**config.mk**
```make
export PLATFORM = sky130hd
export DESIGN_NAME = branch_resolve_unit
export DESIGN_NICKNAME = d
export VERILOG_FILES = /design/src/rtl/branch_resolve_unit.sv
export SDC_FILE = /design/constraint.sdc
export NUM_CORES = 1
export LEC_CHECK = 0
export BUFFER_PORTS_ARGS = -buffer_cell sky130_fd_sc_hd__buf_2
export CORE_MARGIN = 1
export CORE_UTILIZATION = 25
export DETAILED_ROUTE_END_ITERATION = 10
export PLACE_DENSITY = 0.39
export SYNTH_ARGS = -nofsm -noshare
export SYNTH_HDL_FRONTEND = slang
export SYNTH_SLANG_ARGS = --single-unit
```
**constraint.sdc**
```tcl
create_clock -name clk -period 4.75 [get_ports clk]
set_input_delay 0.95 -clock clk [delete_from_list [all_inputs] [get_ports clk]]
set_output_delay 0.95 -clock clk [all_outputs]
set_load 0.1 [all_outputs]
```
**src/rtl/branch_resolve_unit.sv**
```systemverilog
// Branch resolver: flag file with forwarding, condition decode, next-PC select and circular RAS.
// Decision registered: br_valid at edge N yields dec_valid/taken/target/flush in cycle N+1.
module branch_resolve_unit #(
   parameter int DATA_W      = 32,
   parameter int ADDR_W      = 32,
   parameter int INSTR_BYTES = 4,
   parameter int RAS_DEPTH   = 8
) (
   input  logic                          clk,
   input  logic                          rst,
   input  logic                          flag_we,
   input  logic [DATA_W-1:0]             result,
   input  logic                          carry_in,
   input  logic                          br_valid,
   input  logic [5:0]                    opcode,
   input  logic [ADDR_W-1:0]             pc,
   input  logic [ADDR_W-1:0]             offset,
   input  logic [ADDR_W-1:0]             reg_target,
   output logic                          dec_valid,
   output logic                          taken,
   output logic [ADDR_W-1:0]             target,
   output logic                          flush,
   output logic [$clog2(RAS_DEPTH):0]    ras_count,
   output logic                          ras_ovf,
   output logic                          ras_unf,
   output logic [2:0]                    flags_q
);

   localparam int PTR_W = $clog2(RAS_DEPTH);
   localparam int CNT_W = PTR_W + 1;
   localparam logic [CNT_W-1:0] CNT_FULL = CNT_W'(RAS_DEPTH);

   localparam logic [5:0] OP_BLT  = 6'b001000;
   localparam logic [5:0] OP_BZ   = 6'b001001;
   localparam logic [5:0] OP_BNZ  = 6'b001010;
   localparam logic [5:0] OP_B    = 6'b001011;
   localparam logic [5:0] OP_CALL = 6'b001100;
   localparam logic [5:0] OP_JR   = 6'b001101;
   localparam logic [5:0] OP_BCY  = 6'b001110;
   localparam logic [5:0] OP_BNCY = 6'b001111;
   localparam logic [5:0] OP_RET  = 6'b010000;

   logic [2:0]        flags_new, flags_eff;
   logic              flag_z, flag_s, flag_c;
   logic [ADDR_W-1:0] fall_thru, rel_tgt, tos;
   logic [ADDR_W-1:0] ras_mem [RAS_DEPTH];
   logic [PTR_W-1:0]  ptr_q;
   logic [CNT_W-1:0]  cnt_q;

   logic              dec_valid_q, taken_q, flush_q, ovf_q, unf_q;
   logic [ADDR_W-1:0] target_q;

   logic              taken_d, unf_d, push, pop;
   logic [ADDR_W-1:0] taken_tgt, target_d;

   assign flags_new = {carry_in, result[DATA_W-1], (result == '0)};
   // Same-cycle ALU update is forwarded so a branch right behind its compare sees fresh flags.
   assign flags_eff = (flag_we && br_valid) ? flags_new : flags_q;
   assign flag_z    = flags_eff[0];
   assign flag_s    = flags_eff[1];
   assign flag_c    = flags_eff[2];

   assign fall_thru = pc + ADDR_W'(INSTR_BYTES);
   assign rel_tgt   = pc + offset;
   assign tos       = ras_mem[ptr_q - PTR_W'(1)];

   always_comb begin
      taken_d   = 1'b0;
      taken_tgt = rel_tgt;
      push      = 1'b0;
      pop       = 1'b0;
      unf_d     = 1'b0;
      case (opcode)
         OP_BLT:  taken_d = flag_s & ~flag_z;
         OP_BZ:   taken_d = flag_z;
         OP_BNZ:  taken_d = ~flag_z;
         OP_B:    taken_d = 1'b1;
         OP_CALL: begin
            taken_d = 1'b1;
            push    = br_valid;
         end
         OP_JR: begin
            taken_d   = 1'b1;
            taken_tgt = reg_target;
         end
         OP_BCY:  taken_d = flag_c;
         OP_BNCY: taken_d = ~flag_c;
         OP_RET: begin
            taken_tgt = tos;
            if (cnt_q != '0) begin
               taken_d = 1'b1;
               pop     = br_valid;
            end else begin
               unf_d   = br_valid;
            end
         end
         default: taken_d = 1'b0;
      endcase
      target_d = taken_d ? taken_tgt : fall_thru;
   end

   always_ff @(posedge clk or negedge rst) begin
      if (!rst) begin
         flags_q     <= '0;
         dec_valid_q <= 1'b0;
         taken_q     <= 1'b0;
         flush_q     <= 1'b0;
         target_q    <= '0;
         unf_q       <= 1'b0;
         ovf_q       <= 1'b0;
         ptr_q       <= '0;
         cnt_q       <= '0;
      end else begin
         if (flag_we) flags_q <= flags_new;
         dec_valid_q <= br_valid;
         taken_q     <= br_valid & taken_d;
         flush_q     <= br_valid & taken_d;
         unf_q       <= unf_d;
         if (br_valid) target_q <= target_d;
         // A push while full wraps onto the oldest entry; depth stays saturated.
         if (push) begin
            ptr_q <= ptr_q + PTR_W'(1);
            if (cnt_q == CNT_FULL) ovf_q <= 1'b1;
            else                   cnt_q <= cnt_q + CNT_W'(1);
         end else if (pop) begin
            ptr_q <= ptr_q - PTR_W'(1);
            cnt_q <= cnt_q - CNT_W'(1);
         end
      end
   end

   always_ff @(posedge clk) begin
      if (push) ras_mem[ptr_q] <= fall_thru;
   end

   assign dec_valid = dec_valid_q;
   assign taken     = taken_q;
   assign flush     = flush_q;
   assign target    = target_q;
   assign ras_count = cnt_q;
   assign ras_ovf   = ovf_q;
   assign ras_unf   = unf_q;

endmodule

```
==> reports/qor.txt, run 1 <==
# IOs: 183
via/cell ratio: 4.94
final instance area: 0.0179 sq mm
asr flop ratio synth: 0.152
final setup fails: 0
syn avg cell area: 13.9 sq um
fmax: 302 MHz
clock skew: 16.9 ps
hold path start: ras_ovf
Leak Pwr: 6.40 nW
post-synth top area cell: edfxtp_1
post_cts resized: 0
EDFF count, synth: 256
TritonCTS clock tree: yes
drt drc: 0
synthesized area: 0.0147 sq mm
DP HPWL: 33800 microns
flop2flop setup slack: 1650 ps
global-route wire length before repair: 73000 microns
Ys Warns: 0
critical path's top delay family: compound AO/OA/AOI/OAI gates
max-cap viol count: 0
WL final: 51400 microns
Initial DRT Pass Iterations: 5
Total Neg Setup Slack: 0 ps
CTS H-tree lvls: 2
Final period util: 0.697
Post-Synth Adder-Cell Area: 0.0333
Slew Limit Fails: 0
Worst path most repeated cell: a221oi_2
area growth from synthesis to layout: 21.2%
Sink Count: 302
Die W: 245 microns
Cell Chain, Critical Path: buf_2 > ha_1 > fa_1 > a21o_1 > a221oi_2 > a2111o_1 > a21oi_2 > a311oi_2 > xnor2_1 > a221oi_2 > o221ai_1
grt total ovfl: 0
sequential element share of the synthesized area: 0.600
crit path kind: input port to flop
layout cells sized above 1: 0.283
Reg-to-Reg Start: ptr_q[1]
clock root cell: clkbuf_16
Buf/Inv on CP: 1
PwrDens: 491 mW/mm^2
Max VDD drop: 650 uV
initial core utilization: 0.254
XOR/XNOR share of the synthesized area: 0.0327
post-synthesis mux area share: 0.121
Die Ht: 245 microns
Main synth FF type: edfxtp_1
startpoint types: input port
Yosys reg bits: 302
Core Area: 0.0579 sq mm
Req. time, crit path: 5150 ps
# fillers: 5877
Distinct cells, synth: 75
CP Capture Type: flop
reg2reg path depth: 8
number of hold buffers added after cts: 0
initial antenna violation count: 4
Placement Cell Area: 0.0167 sq mm
Nets: 1428
final number of hold-violating endpoints: 0
critical path arrival: 3710 ps
Compound-Gate Fraction of Synth Area: 0.105
Routability Congestion: 0.823
clock latency on the worst-skew pair: 560 ps
row count: 88
initial drt markers: 610
largest family of logic cells by synthesized area: multiplexers
clock slew at reported path FFs: 60 ps
vias in the first global route: 10200
Vias: 10100
syn nets: 1238
Synth area leaders: edfxtp_1 (52%), mux4_2 (9.8%), dfrtp_1 (7.8%), ha_1 (3.1%), nand2_1 (3.0%)
worst hold path class: flop to flop
r2r endpoint: target[14]
area of the die: 0.0599 sq mm
Post-Synthesis Cells: 1061
largest net degree at the start of global routing: 45
Worst Tran Pin Value: 1190 ps
area share of and/or/nand/nor cells after synthesis: 0.0847
Post-DRT Antenna Nets: 0
post-synth top area share: 0.522
RSZ-0062 raised after global routing: no
Tot GR Track Use: 0.171
post-CTS setup buffers: 0
fin crit period: 3310 ps
CP max-delay cell: a221oi_2
IO Port Bufs: 182
total CTS buffers: 37
CP max FO: 10
WL per Instance: 25.1 microns
Max transition margin: 0.202
Hold EP: ras_ovf
clock tree buffer depth: 3
worst hold stages: 1
CP peak stage delay: 480 ps
run status: complete, no violations
## layout by cell type, fill, tap and decap left out, types with 31 or more instances in the layout
cell type	instances
ha_1	35
clkbuf_16	37
o21ai_0	42
nand2_1	116
edfxtp_1	256
mux4_2	64
a21oi_1	72
xnor2_1	33
buf_2	182
nor2_1	31
dfrtp_1	45
## layout make-up
cell class | instances | area [sq um] | share of cell area
Sequential cell | 302 | 8840 | 0.495
Multi-Input combinational cell | 680 | 5660 | 0.317
Timing Repair Buffer | 206 | 1150 | 0.0646
Clock buffer | 52 | 1000 | 0.0561
Tap cell | 765 | 957 | 0.0536
Clock inverter | 15 | 146 | 0.00820
Inverter | 24 | 90.1 | 0.00504
Antenna cell | 2 | 5.00 | 0.000280
## cells in the mapped netlist, types with 4 or more instances
| library cell | n |
|---|---|
| edfxtp_1 | 256 |
| nand2_1 | 116 |
| a21oi_1 | 72 |
| mux4_2 | 64 |
| dfrtp_1 | 46 |
| o21ai_0 | 42 |
| ha_1 | 36 |
| nor2_1 | 34 |
| xnor2_1 | 34 |
| nand3_1 | 28 |
| clkbuf_1 | 26 |
| inv_1 | 23 |
| mux2i_1 | 22 |
| xor2_1 | 21 |
| buf_2 | 19 |
| nand4_1 | 15 |
| a211oi_1 | 14 |
| nor3_1 | 14 |
| nor4_1 | 14 |
| and3_1 | 13 |
| a21o_1 | 11 |
| mux2_2 | 11 |
| a221oi_1 | 9 |
| nand2b_1 | 8 |
| and4_1 | 6 |
| buf_4 | 6 |
| o21a_1 | 5 |
| a2111oi_0 | 4 |
| and2_1 | 4 |
| buf_1 | 4 |
| o211ai_1 | 4 |
| o21ai_1 | 4 |
| o21bai_1 | 4 |
| o221ai_1 | 4 |
| o22ai_1 | 4 |
## power by group
group	switching, mW	internal [mW]
Combinational	1.88	1.12
Sequential	0.0858	2.95
Clock	1.14	1.59
## how the worst max path moves through the flow
stage                         start            end  slack [ps]  cells past startpoint
after floorplan           opcode[5]  ras_mem[2][0]          20                      5
after global placement        pc[0]     target[24]         930                     11
after detailed placement      pc[0]     target[24]         840                     11
after CTS                     pc[0]     target[24]        1400                     11
after global routing      opcode[4]   ras_count[3]        1180                     10
final                         pc[0]     target[24]        1440                     11
## worst reg2reg max path: stages, from the launching register on
cell	delay, ps
dfrtp_1	500
inv_1	140
ha_4	210
xor2_4	920
buf_4	430
mux2i_1	210
o21ai_0	90
a211oi_1	370
o2bb2ai_1	120
## routing by layer
metal / vias to the layer above / wire length (microns) / GRT usage / share of wire
li1: 4559 / - / - / -
met1: 5134 / 23200 / 0.238 / 0.45
met2: 354 / 24000 / 0.274 / 0.47
met3: 58 / 3250 / 0.0301 / 0.063
met4: 4 / 886 / 0.0397 / 0.017
met5: - / 31 / 0 / 0.00060
## metrics by stage
stage,util,setup slack [ps],power [mW],hold slack (ps),cells
after floorplan,-,16.1,5.20,595,1061
after global placement,0.288,935,6.16,448,1977
after detailed placement,0.288,841,6.15,456,1977
after CTS,0.308,1400,8.93,470,2044
after global routing,0.308,1180,9.20,503,2044
final,0.308,1440,8.78,471,2046
## registers in the layout, summed over array words and instances, names as in the netlist
name,flops
ras_mem,256
target,32
ras_count,4
flags_q,3
ptr_q,3
dec_valid,1
flush,1
ras_ovf,1
ras_unf,1
## cells by family after synthesis
kind of cell / count (synthesis)
xor gates and xnor gates: 55
DFF: 302
and+or+nand+nor: 263
adders and majority gates: 38
buffers and inverters: 79
AOI/OAI and AO/OA: 227
muxes: 97
No activity file was read; power rests on OpenSTA's default activity.
==> inputs of run 2 (changes only) <==
--- a/config.mk
+++ b/config.mk
@@ -9,7 +9,7 @@
 export CORE_MARGIN = 1
 export CORE_UTILIZATION = 25
 export DETAILED_ROUTE_END_ITERATION = 10
-export PLACE_DENSITY = 0.39
+export PLACE_DENSITY = 0.38
 export SYNTH_ARGS = -nofsm -noshare
 export SYNTH_HDL_FRONTEND = slang
 export SYNTH_SLANG_ARGS = --single-unit
==> constraint.sdc (replaced) <==
create_clock -name clk -period 3.3 [get_ports clk]
set_input_delay 0.66 -clock clk [delete_from_list [all_inputs] [get_ports clk]]
set_output_delay 0.66 -clock clk [all_outputs]
set_load 0.1 [all_outputs]
==> run 2 against run 1 <==
  * Cell count increased by 2.9%
  * Worst hold slack got worse by 240 ps
  * Global-route usage about the same
  * Wire length decreased by 0.64%
  * Sequential share of layout area decreased by 1.6 points
  * Clock-buffer cell count increased by 1
  * Clock power increased by 46%
  * Critical path depth decreased by 1
  * Clock skew increased by 7.2 ps
  * First-iteration DRC count increased by 7.0%
  * Die area unchanged
  * Highest routed layer unchanged
==> reports/qor.txt, run 2 (synthesis results as in run 1) <==
PnR worst setup slack: 466 ps (-972 ps)
CP peak stage delay: 660 ps (+180 ps)
WL final: 51100 microns (-0.64%)
PwrDens: 697 mW/mm^2 (+42%)
area growth from synthesis to layout: 25.2%
most common cell after layout, fill and taps aside: edfxtp_1
Initial DRT Pass Iterations: 5 (unchanged)
flop2flop setup slack: 470 ps (-1180 ps)
layout cells sized above 1: 0.315 (+0.0324)
CTS H-tree lvls: 2 (unchanged)
Worst Tran Pin Value: 917 ps (-277 ps)
# IOs: 183 (unchanged)
post_cts resized: 0 (unchanged)
dpl cells: 2035 (+2.9%)
# fillers: 5864 (-0.22%)
grt total ovfl: 0 (unchanged)
global-route wire length before repair: 73300 microns (+0.35%)
Final period util: 0.859
Max VDD drop: 499 uV (-23%)
TritonCTS clock tree: yes
Die W: 245 microns (unchanged)
total CTS buffers: 37 (unchanged)
met1 WL: 24100 microns (+3.8%)
vias in the first global route: 10500 (+3.1%)
WL per Instance: 24.3 microns (-3.4%)
Routability Congestion: 0.805 (-2.1%)
clock tree buffer depth: 3 (unchanged)
Nets: 1486 (+4.1%)
DR WL met3: 2450 microns (-25%)
uppermost layer routed: met5
CP Capture Type: flop
clock skew: 24.1 ps (+7.21 ps)
reg2reg path depth: 10 (+2)
Worst path most repeated cell: a21oi_1
Tot GR Track Use: 0.170 (-0.000196)
fin crit period: 2830 ps
Post-Layout Cell Count: 2105 (+2.9%)
clock latency on the worst-skew pair: 570 ps (about the same)
IO Port Bufs: 182 (unchanged)
Vias: 10200 (+1.4%)
Slew Limit Fails: 0 (unchanged)
Worst Setup SP: ptr_q[0]
Most flops, register: ras_mem
Met2 Wirelength: 23500 microns (-2.1%)
initial antenna violation count: 8 (+4)
max reg flops: 256 (unchanged)
Buf/Inv on CP: 2 (+1)
Cell Chain, Critical Path: inv_1 > ha_2 > buf_12 > mux4_2 > nand2_1 > a21oi_1 > a221oi_1 > nor2_1 > a21oi_1 > o21ai_0
drt drc: 0 (unchanged)
run status: complete, no violations
row count: 88 (unchanged)
critical path arrival: 3270 ps (-440 ps)
dpl ws: -45.3 ps (-887 ps)
startpoint types: flop
DP HPWL: 34500 microns (+2.1%)
initial drt markers: 653 (+7.0%)
final setup fails: 0 (unchanged)
Req. time, crit path: 3730 ps (-1420 ps)
fmax: 353 MHz
clock root cell: clkbuf_16
critical path's top delay family: adder cells
worst hold path class: input port to asynchronous set/reset pin
Reg-to-Reg Start: ptr_q[0]
number of hold buffers added after cts: 0 (unchanged)
commonest cells after routing, fill and taps aside: edfxtp_1 (256), buf_2 (182), nand2_1 (116)
clock slew at reported path FFs: 60 ps (about the same)
post-CTS setup buffers: 0 (unchanged)
crit path kind: flop to flop
max-cap viol count: 0 (unchanged)
Post-DRT Antenna Nets: 0 (unchanged)
Die Ht: 245 microns (unchanged)
CP max FO: 26 (+16)
Sink Count: 302 (unchanged)
Leak Pwr: 6.74 nW (+5.3%)
via/cell ratio: 4.87 (-1.5%)
largest net degree at the start of global routing: 66 (+47%)
final number of hold-violating endpoints: 0 (unchanged)
final instance area: 0.0185 sq mm (+3.3%)
r2r endpoint: target[7]
RSZ-0062 raised after global routing: no
area of the die: 0.0599 sq mm (unchanged)
initial core utilization: 0.254 (unchanged)
Max transition margin: 0.388 (+0.186)
Placement Cell Area: 0.0173 sq mm (+3.4%)
CP max-delay cell: ha_2
Core Area: 0.0579 sq mm (unchanged)
## run 2: cell type report
| class | instances | area (sq um) | share of cell area |
|---|---|---|---|
| Sequential cell | 302 | 8840 | 0.479 |
| Multi-Input combinational cell | 680 | 5690 | 0.308 |
| Timing Repair Buffer | 264 | 1690 | 0.0915 |
| Clock buffer | 53 | 1010 | 0.0545 |
| Tap cell | 765 | 957 | 0.0519 |
| Clock inverter | 15 | 174 | 0.00942 |
| Inverter | 24 | 90.1 | 0.00488 |
| Antenna cell | 2 | 5.00 | 0.000271 |
## run 2: metrics by stage
| stage | total power [mW] | setup TNS (ps) | hold WS [ps] | util |
|---|---|---|---|---|
| 2_1_floorplan | 7.49 | -22030 | 364 | - |
| 3_3_place_gp | 9.06 | -11.0 | 462 | 0.298 |
| 3_5_place_dp | 9.06 | -65.0 | 451 | 0.298 |
| 4_1_cts | 13.1 | 0 | 230 | 0.319 |
| 5_1_grt | 13.5 | 0 | 272 | 0.319 |
| 6_report | 12.9 | 0 | 229 | 0.319 |
## run 2: how the worst max path moves through the flow
stage,end,slack (ps),cells after the start
floorplan,ras_mem[2][0],-230,5
global placement,target[29],-6,10
detailed placement,target[29],-50,10
CTS,target[7],440,10
global route,target[7],300,10
finish,target[7],470,10
## run 2: report_power, final
part           total [mW]  internal (mW)  switching [mW]
registers            4.40           4.25           0.146
logic                4.47           1.78            2.69
clock network        3.99           2.31            1.68
total                12.9           8.34            4.52
## run 2: layer usage
layer  track usage  vias up
li1              -     4678
met1         0.239     5208
met2         0.273      293
met3        0.0290       63
met4        0.0419        6
met5             0        -
==> inputs of run 3 (changes only) <==
==> constraint.sdc (replaced) <==
create_clock -name clk -period 2.7 [get_ports clk]
set_input_delay 0.54 -clock clk [delete_from_list [all_inputs] [get_ports clk]]
set_output_delay 0.54 -clock clk [all_outputs]
set_load 0.1 [all_outputs]
==> run 3 against run 2 <==
  * Core utilization is 2.0 points higher
  * Sequential cell count is the same
  * Register-to-register slack lost 170 ps
  * Clock-buffer cell count decreased by 9
  * Worst hold slack hardly changed
  * Non-clock buffer count increased by 120
  * Combinational power up 36%
  * Clock power rose by 25%
  * First-iteration DRC count increased by 5.2%
  * Critical path depth up 2
  * Critical endpoint is now target[24]
==> reports/qor.txt, run 3 (synthesis results as in run 1) <==
Power, Total: 16.4 mW (+27%)
Leak Pwr: 7.41 nW (+9.9%)
Total Neg Setup Slack: 0 ps (unchanged)
Die W: 245 microns (unchanged)
worst hold path class: input port to flop
initial antenna violation count: 2 (-6)
# IOs: 183 (unchanged)
CTS H-tree lvls: 2 (unchanged)
Ant. Diodes: 0 (-2)
critical path arrival: 2930 ps (-340 ps)
WL per Instance: 23.4 microns (-3.5%)
clock root cell: clkbuf_16
Nets: 1606 (+8.1%)
r2r endpoint: target[12]
TritonCTS clock tree: yes
fmax: 398 MHz
Post-Layout Cell Count: 2220 (+5.5%)
Die Ht: 245 microns (unchanged)
Worst Setup EP: target[24]
via/cell ratio: 4.78 (-1.8%)
area of the die: 0.0599 sq mm (unchanged)
Req. time, crit path: 3110 ps (-620 ps)
RSZ-0062 raised after global routing: no
WL final: 51900 microns (+1.7%)
grt total ovfl: 0 (unchanged)
reg2reg path depth: 11 (+1)
IO Port Bufs: 182 (unchanged)
crit path kind: input port to flop
run status: complete, no violations
area growth from synthesis to layout: 33.1%
row count: 88 (unchanged)
final number of hold-violating endpoints: 0 (unchanged)
max-cap viol count: 0 (unchanged)
Final period util: 0.932
vias in the first global route: 10900 (+3.7%)
startpoint types: input port
fin crit period: 2520 ps
Sink Count: 302 (unchanged)
largest net degree at the start of global routing: 38 (-42%)
global-route wire length before repair: 75000 microns (+2.3%)
total CTS buffers: 37 (unchanged)
initial core utilization: 0.254 (unchanged)
flop2flop setup slack: 300 ps (-170 ps)
Post-DRT Antenna Nets: 0 (unchanged)
clock slew at reported path FFs: 60 ps (about the same)
CP Capture Type: flop
Worst Setup SP: pc[0]
clock tree buffer depth: 3 (unchanged)
Most flops, register: ras_mem
commonest cells after routing, fill and taps aside: edfxtp_1 (256), buf_2 (182), buf_4 (173)
initial drt markers: 687 (+5.2%)
Max transition margin: 0.474 (+0.0853)
Core Area: 0.0579 sq mm (unchanged)
drt drc: 0 (unchanged)
max reg flops: 256 (unchanged)
Initial DRT Pass Iterations: 5 (unchanged)
Worst Tran Pin Value: 784 ps (-134 ps)
CP max FO: 3 (-88%)
Vias: 10600 (+3.6%)
Routability Congestion: 0.803 (-0.22%)
dpl cells: 2148 (+5.6%)
most common cell after layout, fill and taps aside: edfxtp_1
clock latency on the worst-skew pair: 570 ps (about the same)
DP HPWL: 36200 microns (+5.0%)
layout cells sized above 1: 0.376 (+0.0605)
Reg-to-Reg Start: ptr_q[0]
clock skew: 18.1 ps (-6.01 ps)
final setup fails: 0 (unchanged)
Max VDD drop: 689 uV (+38%)
Tot GR Track Use: 0.174 (+0.00368)
PwrDens: 836 mW/mm^2 (+20%)
Slew Limit Fails: 0 (unchanged)
==> run 3: changes by cell type in the layout (fill, tap and decap cells not counted), sizes merged <==
cell,delta
buf,+119
clkinvlp,+1
clkinv,+3
dlygate4sd3,+1
bufinv,+2
clkbuf,-9
diode,-2
==> run 3: per-layer routing <==
layer  track usage  up-vias  share of wire
met5             0        -              0
met4        0.0329        0          0.014
met3        0.0295       48          0.047
met2         0.278      284           0.46
met1         0.248     5389           0.48
li1              -     4897              -
==> run 3: critical path: stages <==
cell      delay, ps
buf_2           120
ha_4            160
fa_2            400
a21o_1          210
a221oi_2        230
buf_4           170
a2111o_1        220
a21oi_2         110
a311oi_2        260
xnor2_1         130
a221oi_2        230
o221ai_1        140
==> run 3: how the worst min path moves through the flow <==
stage | from | end | slack (ps) | cells past startpoint
floorplan | rst | dec_valid | 240 | 0
global placement | ras_ovf | ras_ovf | 460 | 1
detailed placement | target[8] | target[8] | 470 | 2
CTS | carry_in | flags_q[2] | 190 | 2
global route | carry_in | flags_q[2] | 210 | 2
finish | carry_in | flags_q[2] | 230 | 2
==> run 3: layout make-up <==
class / instances / area, sq um
tap: 765 / 957
multi-input combinational: 680 / 5720
fill: 5811 / 38300
sequential: 302 / 8840
timing repair buffer: 384 / 2780
clock inverter: 21 / 255
inverter: 24 / 103
clock buffer: 44 / 952
==> run 3: stage by stage <==
stage	area, sq um	setup WS (ps)	utilization	hold slack (ps)
final	19600	185	0.339	229
after global routing	19600	55.9	0.339	205
after CTS	19500	73.0	0.337	187
after detailed placement	18300	-658	0.316	474
after global placement	18300	-602	0.316	463
after floorplan	14900	-86.7	-	244
==> run 3: power breakdown <==
group | total, mW | internal [mW] | switching, mW
clock | 4.99 | 2.93 | 2.06
sequential | 5.34 | 5.20 | 0.141
combinational | 6.07 | 2.61 | 3.47
total | 16.4 | 10.7 | 5.66
==> run 3: what timing repair did <==
item / 4_1_cts / 5_1_grt
hold endpoints to repair: 10 / 0
pin swaps: 0 / 1
gates cloned: 0 / 0
hold buffers: 1 / 0
setup buffers: 0 / 6
gates resized for setup: 1 / 2
setup endpoints to repair: 2 / 3
